`src/rtl/graphic_instruction_queue_if.sv`:
```
// graphic_instruction_queue_if: CPU write / graphic-unit read handshake bundle for the instruction queue
interface graphic_instruction_queue_if #(parameter int DEPTH = 8);
  localparam int AW = $clog2(DEPTH);
  logic        WE;
  logic [31:0] WD;
  logic        INS_DONE;
  logic        CLR_OVF;
  logic [31:0] INS;
  logic        EMPTY;
  logic        FULL;
  logic [AW:0] COUNT;
  logic        OVERFLOW;
  modport master (output WE, WD, INS_DONE, CLR_OVF, input INS, EMPTY, FULL, COUNT, OVERFLOW);
  modport slave  (input WE, WD, INS_DONE, CLR_OVF, output INS, EMPTY, FULL, COUNT, OVERFLOW);
endinterface

```
`src/rtl/graphic_instruction_queue.sv`:
```
// graphic_instruction_queue: circular queue of sprite draw instructions presented on INS (HF_CLK, RST async high, bus slave: WE/WD/INS_DONE/CLR_OVF in, INS/EMPTY/FULL/COUNT/OVERFLOW out)
module graphic_instruction_queue #(
  parameter int DEPTH = 8,
  localparam int AW = $clog2(DEPTH)
) (
  input logic                         HF_CLK,
  input logic                         RST,
  graphic_instruction_queue_if.slave  bus
);
  localparam logic [31:0] IDLE_INS = 32'h0000_1C00;
  localparam logic [AW:0] FULL_CNT = (AW+1)'(DEPTH);
  logic [31:0] mem [DEPTH];
  logic [AW-1:0] wp, rp, rp_next;
  logic [AW:0] cnt, cnt_next;
  logic [31:0] ins, ins_next;
  logic ovf, push, pop;
  always_comb begin
    pop = bus.INS_DONE && cnt != '0;
    push = bus.WE && (cnt != FULL_CNT || pop);
    rp_next = rp + AW'(pop);
    cnt_next = cnt + (AW+1)'(push) - (AW+1)'(pop);
    ins_next = cnt_next == '0 ? IDLE_INS : (push && wp == rp_next) ? bus.WD : mem[rp_next];
  end
  always_ff @(posedge HF_CLK)
    if (push) mem[wp] <= bus.WD;
  always_ff @(posedge HF_CLK or posedge RST)
    if (RST) begin
      wp <= '0;
      rp <= '0;
      cnt <= '0;
      ins <= IDLE_INS;
      ovf <= 1'b0;
    end else begin
      wp <= wp + AW'(push);
      rp <= rp_next;
      cnt <= cnt_next;
      ins <= ins_next;
      ovf <= (bus.WE && !push) || (ovf && !bus.CLR_OVF);
    end
  assign bus.INS = ins;
  assign bus.COUNT = cnt;
  assign bus.EMPTY = cnt == '0;
  assign bus.FULL = cnt == FULL_CNT;
  assign bus.OVERFLOW = ovf;
endmodule

```
`src/flat_wrapper.sv`:
```
// flat-port wrapper written by rule: the top's interface ports become plain ports
module graphic_instruction_queue_flat 
#(
  parameter int DEPTH = 8,
  localparam int AW = $clog2(DEPTH)
)
  (HF_CLK, RST, bus_WE, bus_WD, bus_INS_DONE, bus_CLR_OVF, bus_INS, bus_EMPTY, bus_FULL, bus_COUNT, bus_OVERFLOW);
  graphic_instruction_queue_if #(.DEPTH(DEPTH)) bus_i ();
  input logic HF_CLK;
  input logic RST;
  input wire logic [$bits(bus_i.WE)-1:0] bus_WE;
  input wire logic [$bits(bus_i.WD)-1:0] bus_WD;
  input wire logic [$bits(bus_i.INS_DONE)-1:0] bus_INS_DONE;
  input wire logic [$bits(bus_i.CLR_OVF)-1:0] bus_CLR_OVF;
  output wire logic [$bits(bus_i.INS)-1:0] bus_INS;
  output wire logic [$bits(bus_i.EMPTY)-1:0] bus_EMPTY;
  output wire logic [$bits(bus_i.FULL)-1:0] bus_FULL;
  output wire logic [$bits(bus_i.COUNT)-1:0] bus_COUNT;
  output wire logic [$bits(bus_i.OVERFLOW)-1:0] bus_OVERFLOW;
  assign bus_i.WE = bus_WE;
  assign bus_i.WD = bus_WD;
  assign bus_i.INS_DONE = bus_INS_DONE;
  assign bus_i.CLR_OVF = bus_CLR_OVF;
  assign bus_INS = bus_i.INS;
  assign bus_EMPTY = bus_i.EMPTY;
  assign bus_FULL = bus_i.FULL;
  assign bus_COUNT = bus_i.COUNT;
  assign bus_OVERFLOW = bus_i.OVERFLOW;
  graphic_instruction_queue #(.DEPTH(DEPTH)) u_core (.HF_CLK(HF_CLK), .RST(RST), .bus(bus_i));
endmodule
```
`config.mk`:
```
export PLATFORM = sky130hd
export DESIGN_NAME = graphic_instruction_queue_flat
export DESIGN_NICKNAME = d
export VERILOG_FILES = /design/src/rtl/graphic_instruction_queue_if.sv /design/src/rtl/graphic_instruction_queue.sv /design/src/flat_wrapper.sv
export SDC_FILE = /design/constraint.sdc
export NUM_CORES = 1
export LEC_CHECK = 0
export CORE_AREA = 2 2 205 207
export CTS_CLUSTER_DIAMETER = 50
export DETAILED_ROUTE_END_ITERATION = 8
export DIE_AREA = 0 0 207 209
export PLACE_DENSITY = 0.51
export SETUP_SLACK_MARGIN = 0.2
export SLEW_MARGIN = 5
export SYNTH_ARGS = -nofsm -noshare
export SYNTH_HDL_FRONTEND = slang
export SYNTH_SLANG_ARGS = --single-unit
```
`constraint.sdc`:
```
create_clock -name HF_CLK -period 6 [get_ports HF_CLK]
set_clock_uncertainty 0.05 [all_clocks]
set_input_delay 1.8 -clock HF_CLK [delete_from_list [all_inputs] [get_ports HF_CLK]]
set_output_delay 1.8 -clock HF_CLK [all_outputs]
set_load 0.01 [all_outputs]
```
==> results of run 1 <==
routing by layer:
metal / GRT usage / part of all wire / wire, microns
met5: 0 / 0 / 0
met1: 0.185 / 0.48 / 13100
met4: 0.0300 / 0.013 / 359
met2: 0.194 / 0.46 / 12500
met3: 0.0212 / 0.051 / 1400
sequential cells by signal, indices dropped and copies added, names as in the netlist:
name	cells
u_core.bus.COUNT	4
u_core.bus.OVERFLOW	1
u_core.mem	256
u_core.wp	3
u_core.rp	3
u_core.bus.INS	32
cell usage in the layout (no fill, tap or decap), drive strengths merged:
cell           netlist  layout
and3                 1       1
dfrtp               40      40
nand3                4       4
clkbuf              14      51
bufinv               0       1
ha                  10      10
nor2b                2       2
mux2                 3       3
nor4                 2       2
nor3b               14      14
nand3b               6       6
nor4b                3       3
nor2                61      61
nand2                4       4
clkdlybuf4s50        0      75
clkinv               0       6
buf                 25      25
xnor3                1       1
edfxtp             256     256
and2                 1       1
nand4                3       3
o22ai               30      30
xor2                 2       2
inv                 13      16
dfstp                3       3
o21ai                1       1
mux4                58      58
or3b                 1       1
fa                   1       1
mux2i               10      10
a21oi                1       1
o211ai               3       3
nor3                 8       8
a21o                 1       1
xnor2                4       4
o211a               29      29
worst register-to-register path, stage by stage, from the launching register on:
cell	delay, ps
dfrtp_1	340
inv_1	80
ha_1	210
and2_1	150
nor2b_1	330
ha_1	320
inv_1	60
ha_1	150
inv_1	60
fa_1	490
inv_1	70
nor4b_1	480
mux2i_4	120
buf_4	250
o211a_1	180
power groups by stage:
stage | clock, mW | sequential [mW] | combinational [mW]
global placement | 0 | 2.95 | 3.28
detailed placement | 0 | 2.94 | 3.31
global route | 2.11 | 2.94 | 3.56
finish | 1.97 | 2.90 | 3.25
floorplan | 0 | 2.93 | 2.20
CTS | 2.02 | 2.91 | 3.31
final cells by class:
class	count	area share
clock buffers	51	0.0678
well taps	539	0.0469
inverters	13	0.00339
clock inverters	10	0.00574
multi-input cells	264	0.199
flip-flops and latches	299	0.609
repair buffers	100	0.0678
stage by stage:
step	instance area (sq um)	hold slack [ps]	utilization	power (mW)
finish	14400	497	0.349	8.11
global route	14400	539	0.349	8.60
global placement	13300	492	0.323	6.22
floorplan	11800	427	-	5.13
CTS	14400	502	0.349	8.24
detailed placement	13300	493	0.323	6.25
cells by family after synthesis:
group	synth area share
AO/OA/AOI/OAI	0.0450
AND/OR/NAND/NOR	0.0468
buffers and inverters	0.0219
XOR/XNOR	0.00702
multiplexers	0.122
adder cells (fa/ha/maj)	0.0123
flip-flops	0.745
worst max-delay path by stage:
stage                            start  slack, ps                  to
after global placement    bus_INS_DONE       1120  u_core.bus.INS[13]
final                     bus_INS_DONE       1550  u_core.bus.INS[16]
after global routing      bus_INS_DONE       1450   u_core.bus.INS[6]
after detailed placement  bus_INS_DONE       1040   u_core.bus.INS[5]
after floorplan           bus_INS_DONE        750    u_core.mem[5][0]
after CTS                 bus_INS_DONE       1560   u_core.bus.INS[5]
==> metrics.md, run 1 <==
| Metric | Value |
|---|---|
| Status | completed |
| Leak pwr | 4.86 nW |
| Combinational cell fraction of total power | 0.400 |
| Post-cts sizing count | 0 |
| Initial Utilization | 0.285 |
| Drt initial violations | 405 |
| # rows | 75 |
| DRC | 0 |
| Area Overhead vs Synth | 22.3% |
| # setup viols final | 0 |
| Port Buffers | 75 |
| Fmax | 225 MHz |
| P_int | 5.44 mW |
| Drt via density | 4.70 |
| Reg2reg start | u_core.bus.COUNT[2] |
| Worst path required time | 6340 ps |
| Min-Delay Path Depth | 2 |
| Max Cap Viol | 0 |
| Placeable Area | 0.0413 sq mm |
| WP data arrival | 4790 ps |
| Top Family by Delay on Critical Path | adder cells |
| CP Max Fanout | 18 |
| Measured slew at the worst slew-check pin | 1180 ps |
| Setup WS post-layout | 1550 ps |
| ANT nets after route | 0 |
| Final hold violations | 0 |
| Setup crit start kind | input pin |
| Clock Power Share | 0.242 |
| Pre-CTS setup slack | 1040 ps |
| Clock root buffer | clkbuf_16 |
| Commonest cells post-synth | edfxtp_1 (256), nor2_1 (61), mux4_2 (58) |
| Buf+Inv Stages, Crit Path | 5 |
| Final Non-Filler Cells | 1276 |
| Slowest CP cell | fa_1 |
| Mapped Cells | 615 |
| Max-slew headroom | 0.213 |
| Vias in the first global route | 6377 |
| Vias | 6000 |
| Minimum clock period | 4450 ps |
| TritonCTS clock tree | yes |
| Power Dens Cells | 564 mW/mm^2 |
| Inst Count DP | 1215 |
| RSZ-0062 raised after global routing | false |
| Largest net degree at the start of global routing | 84 |
| Post-synth top area cell | edfxtp_1 |
| DP Wirelength | 14.9 mm |
| Dominant cells by area after synthesis | edfxtp_1 (65%), mux4_2 (11%), dfrtp_1 (8.5%), o211a_1 (2.5%), nor2_1 (1.9%) |
| Ratio of cells with drive above 1 in the final layout | 0.206 |
| Warnings from Yosys | 0 |
| Peak supply drop | 0.271 mV |
| Antenna violations before repair | 0 |
| Crit path depth | 12 |
| Critical path class | input pin to flip-flop |
| Top FF cell, synth | edfxtp_1 |
| CTS H-tree lvls | 2 |
| Sequential cell area | 0.00877 sq mm |
| Most frequent cell after synthesis | edfxtp_1 |
| RR Endpoint | u_core.bus.INS[16] |
| Die height | 209 microns |
| Layout Nets | 760 |
| CP peak stage delay | 490 ps |
| Reg clk slew, reported paths | 60 ps |
| Yosys top cell area share | 0.653 |
| Post-Syn Area per Cell | 19.1 sq um |
| Final period util | 0.742 |
| Synth Cell Area | 0.0118 sq mm |
| Worst Hold Class | flip-flop to flip-flop |
| Critical Path Most Common Cell | inv_1 |
| CP Cell Sequence | clkdlybuf4s50_1 > nor2b_1 > ha_1 > inv_1 > ha_1 > inv_1 > fa_1 > inv_1 > nor4b_1 > mux2i_4 > buf_4 > o211a_1 |
| Longest Clk Path Bufs | 3 |
| Crit end category | flip-flop |
| Number of setup buffers added after CTS | 0 |
| WHS Endpoint | u_core.bus.OVERFLOW |
| Global route overflow | 0 |
| Skew-Pair Late Insertion Delay | 500 ps |
| Routability Congestion | 0.678 |
| Flop2flop setup slack | 2550 ps |
| DR WL/cell | 21.4 microns |
| Wirelength, routed | 27.4 mm |
| Num CTS Buffers | 34 |
| Cell count of the worst reg-to-reg path | 14 |
| Fillers | 3931 |
| Slew Viols, Final | 0 |
| First-pass GRT wire length | 41.2 mm |
| TritonCTS Sinks | 299 |
| Hold_buf cts | 0 |
| First-pass DRT Iterations | 6 |
| Post-synthesis sequential area ratio | 0.745 |
| Number of synthesized flops with an enable pin | 256 |
| Diode count | 0 |
| GRT Resource Usage Total | 0.126 |
| Die Wd | 207 microns |
| Sw frac | 0.330 |
| Syn Nets | 663 |
| Library cells used by synthesis | 39 |
| I/O pin count | 76 |
| #FFs+latches synth | 299 |
| Net Sw Power | 2.67 mW |
| Area of the multi-input gates | 0.00287 sq mm |
| Flop pwr share | 0.357 |
| FFs w/ async S/R, synth | 0.144 |
| Hold path start | u_core.bus.OVERFLOW |
| Die Area | 0.0433 sq mm |
| Setup TNS | 0 ps |
(Power assumes the default switching activity.)
==> run 2: changes to the inputs <==
==> constraint.sdc (replaced) <==
create_clock -name HF_CLK -period 4.2 [get_ports HF_CLK]
set_clock_uncertainty 0.05 [all_clocks]
set_input_delay 1.26 -clock HF_CLK [delete_from_list [all_inputs] [get_ports HF_CLK]]
set_output_delay 1.26 -clock HF_CLK [all_outputs]
set_load 0.01 [all_outputs]
==> run 2 against run 1 <==
Compared with the run above: final cell count grew 1.6%; largest cell class unchanged; wire length grew 1.3%; register-to-register slack lost 1600 ps; sequential share of layout area fell by 1.4 points; hold slack got worse by 9.9 ps; critical endpoint is now u_core.bus.INS[11]; sequential power is 43% higher; total power rose by 49%; flip-flop and latch count unchanged; first-iteration DRC count down 13%; via count increased by 1.3%; cell area is 2.4% higher.
==> metrics.md, run 2 (synthesis results as in run 1) <==
| Metric | Value |
|---|---|
| Status | completed |
| WHS Endpoint | u_core.bus.OVERFLOW |
| Hold path start | u_core.bus.OVERFLOW |
| Max reg flops | 256 |
| Flop2flop setup slack | 950 ps |
| Port Buffers | 75 |
| Most common cell after layout, fill and taps aside | edfxtp_1 |
| Hold_buf cts | 0 |
| Global route overflow | 0 |
| Final core occ | 0.357 |
| Top Family by Delay on Critical Path | buffers and inverters |
| Fmax | 271 MHz |
| DR WL/cell | 21.4 microns |
| First-pass GRT wire length | 42.2 mm |
| Buf+Inv Stages, Crit Path | 6 |
| Setup crit start kind | input pin |
| Initial Utilization | 0.285 |
| Setup WS post-layout | 516 ps |
| Final period util | 0.877 |
| Number of setup buffers added after CTS | 0 |
| Setup TNS | 0 ps |
| Largest net degree at the start of global routing | 63 |
| Critical path class | input pin to flip-flop |
| RR Endpoint | u_core.bus.INS[11] |
| Minimum clock period | 3680 ps |
| Most frequent cells in the layout | edfxtp_1 (256), clkdlybuf4s50_1 (75), nor2_1 (60) |
| Slowest CP cell | fa_1 |
| Leak pwr | 5.03 nW |
| Final instance area | 0.0147 sq mm |
| Drt initial violations | 354 |
| CP Cell Sequence | clkdlybuf4s50_1 > nor2b_1 > ha_1 > inv_1 > ha_1 > inv_1 > fa_1 > inv_1 > nor4b_1 > mux2i_4 > buf_4 > buf_4 > o211ai_1 |
| Slew Viols, Final | 0 |
| Cell count of the worst reg-to-reg path | 15 |
| Vias in the first global route | 6516 |
| Top reg by flops | u_core.mem |
| Worst path required time | 4570 ps |
| Drt via density | 4.69 |
| WP data arrival | 4060 ps |
| DP Wirelength | 15.8 mm |
| # rows | 75 |
| Max-slew headroom | 0.492 |
| Placeable Area | 0.0413 sq mm |
| GRT Resource Usage Total | 0.129 |
| Final hold violations | 0 |
| Skew-Pair Late Insertion Delay | 510 ps |
| TritonCTS clock tree | yes |
| Longest Clk Path Bufs | 3 |
| Reg clk slew, reported paths | 50 ps |
| Routability Congestion | 0.691 |
| TritonCTS Sinks | 299 |
| Crit end category | flip-flop |
| Pre-CTS setup slack | 18.9 ps |
| Die Wd | 207 microns |
| Die Area | 0.0433 sq mm |
| Min-Delay Path Depth | 2 |
| Ratio of cells with drive above 1 in the final layout | 0.228 |
| Area after DPL | 0.0135 sq mm |
| CP peak stage delay | 490 ps |
| Reg2reg start | u_core.bus.COUNT[2] |
| # setup viols final | 0 |
| CTS H-tree lvls | 2 |
| Antenna violations before repair | 1 |
| Critical Path Most Common Cell | inv_1 |
| Clock root buffer | clkbuf_16 |
| Wirelength, routed | 27.7 mm |
| I/O pin count | 76 |
| Power Dens Cells | 823 mW/mm^2 |
| Measured slew at the worst slew-check pin | 761 ps |
| Post-cts sizing count | 0 |
| Fillers | 3900 |
| Layout Nets | 775 |
| Peak supply drop | 0.620 mV |
| CP Max Fanout | 10 |
| First-pass DRT Iterations | 5 |
| Die height | 209 microns |
| Area Overhead vs Synth | 25.1% |
| Vias | 6078 |
| Worst Hold Class | flip-flop to flip-flop |
| Num CTS Buffers | 39 |
| Max Cap Viol | 0 |
| RSZ-0062 raised after global routing | false |
| ANT nets after route | 0 |
| DRC | 0 |
[run 2: cell types whose count changed in the layout (fill, tap and decap cells not counted), sizes merged]
| cell | delta |
|---|---|
| clkinv | +9 |
| clkbuf | -1 |
| buf | +10 |
| inv | +1 |
| diode | +1 |
[run 2: through the flow]
stage | std cells | total power, mW | hold WS [ps]
5_1_grt | 1296 | 12.8 | 533
6_report | 1296 | 12.1 | 487
3_3_place_gp | 1225 | 9.08 | 491
4_1_cts | 1295 | 12.4 | 498
2_1_floorplan | 615 | 7.33 | 427
3_5_place_dp | 1225 | 9.16 | 490
[run 2: worst min-delay path, cell delays in order (launching register included)]
cell     delay (ps)
dfrtp_1         370
inv_1            50
o22ai_1          70
[run 2: worst max path at each step]
stage	endpoint	startpoint	cells past startpoint	slack [ps]
after floorplan	u_core.mem[4][0]	bus_INS_DONE	4	90
after global placement	u_core.bus.INS[10]	bus_INS_DONE	13	40
after detailed placement	u_core.bus.INS[11]	bus_INS_DONE	13	20
after CTS	u_core.bus.INS[11]	bus_INS_DONE	13	530
after global routing	u_core.bus.INS[10]	bus_INS_DONE	13	290
final	u_core.bus.INS[11]	bus_INS_DONE	13	520
[run 2: where the power goes]
part           internal (mW)  switching [mW]  total [mW]
clock                   1.91            1.24        3.15
combinational           2.34            2.47        4.81
sequential              3.89           0.268        4.15
total                   8.14            3.98        12.1
[run 2: per-layer routing]
layer	track usage	routed length, microns	up-vias
li1	-	-	2705
met1	0.176	12300	3177
met2	0.213	13500	151
met3	0.0225	1330	45
met4	0.0350	527	0
met5	0	0	-
[run 2: final cells by class]
| class | instances | area (sq um) | area share |
|---|---|---|---|
| Clock inverter | 20 | 155 | 0.0105 |
| Antenna cell | 1 | 2.50 | 0.000170 |
| Inverter | 13 | 48.8 | 0.00331 |
| Timing Repair Buffer | 110 | 1100 | 0.0747 |
| Multi-Input combinational cell | 264 | 2890 | 0.196 |
| Sequential cell | 299 | 8770 | 0.595 |
| Tap cell | 539 | 674 | 0.0458 |
| Clock buffer | 50 | 1090 | 0.0740 |
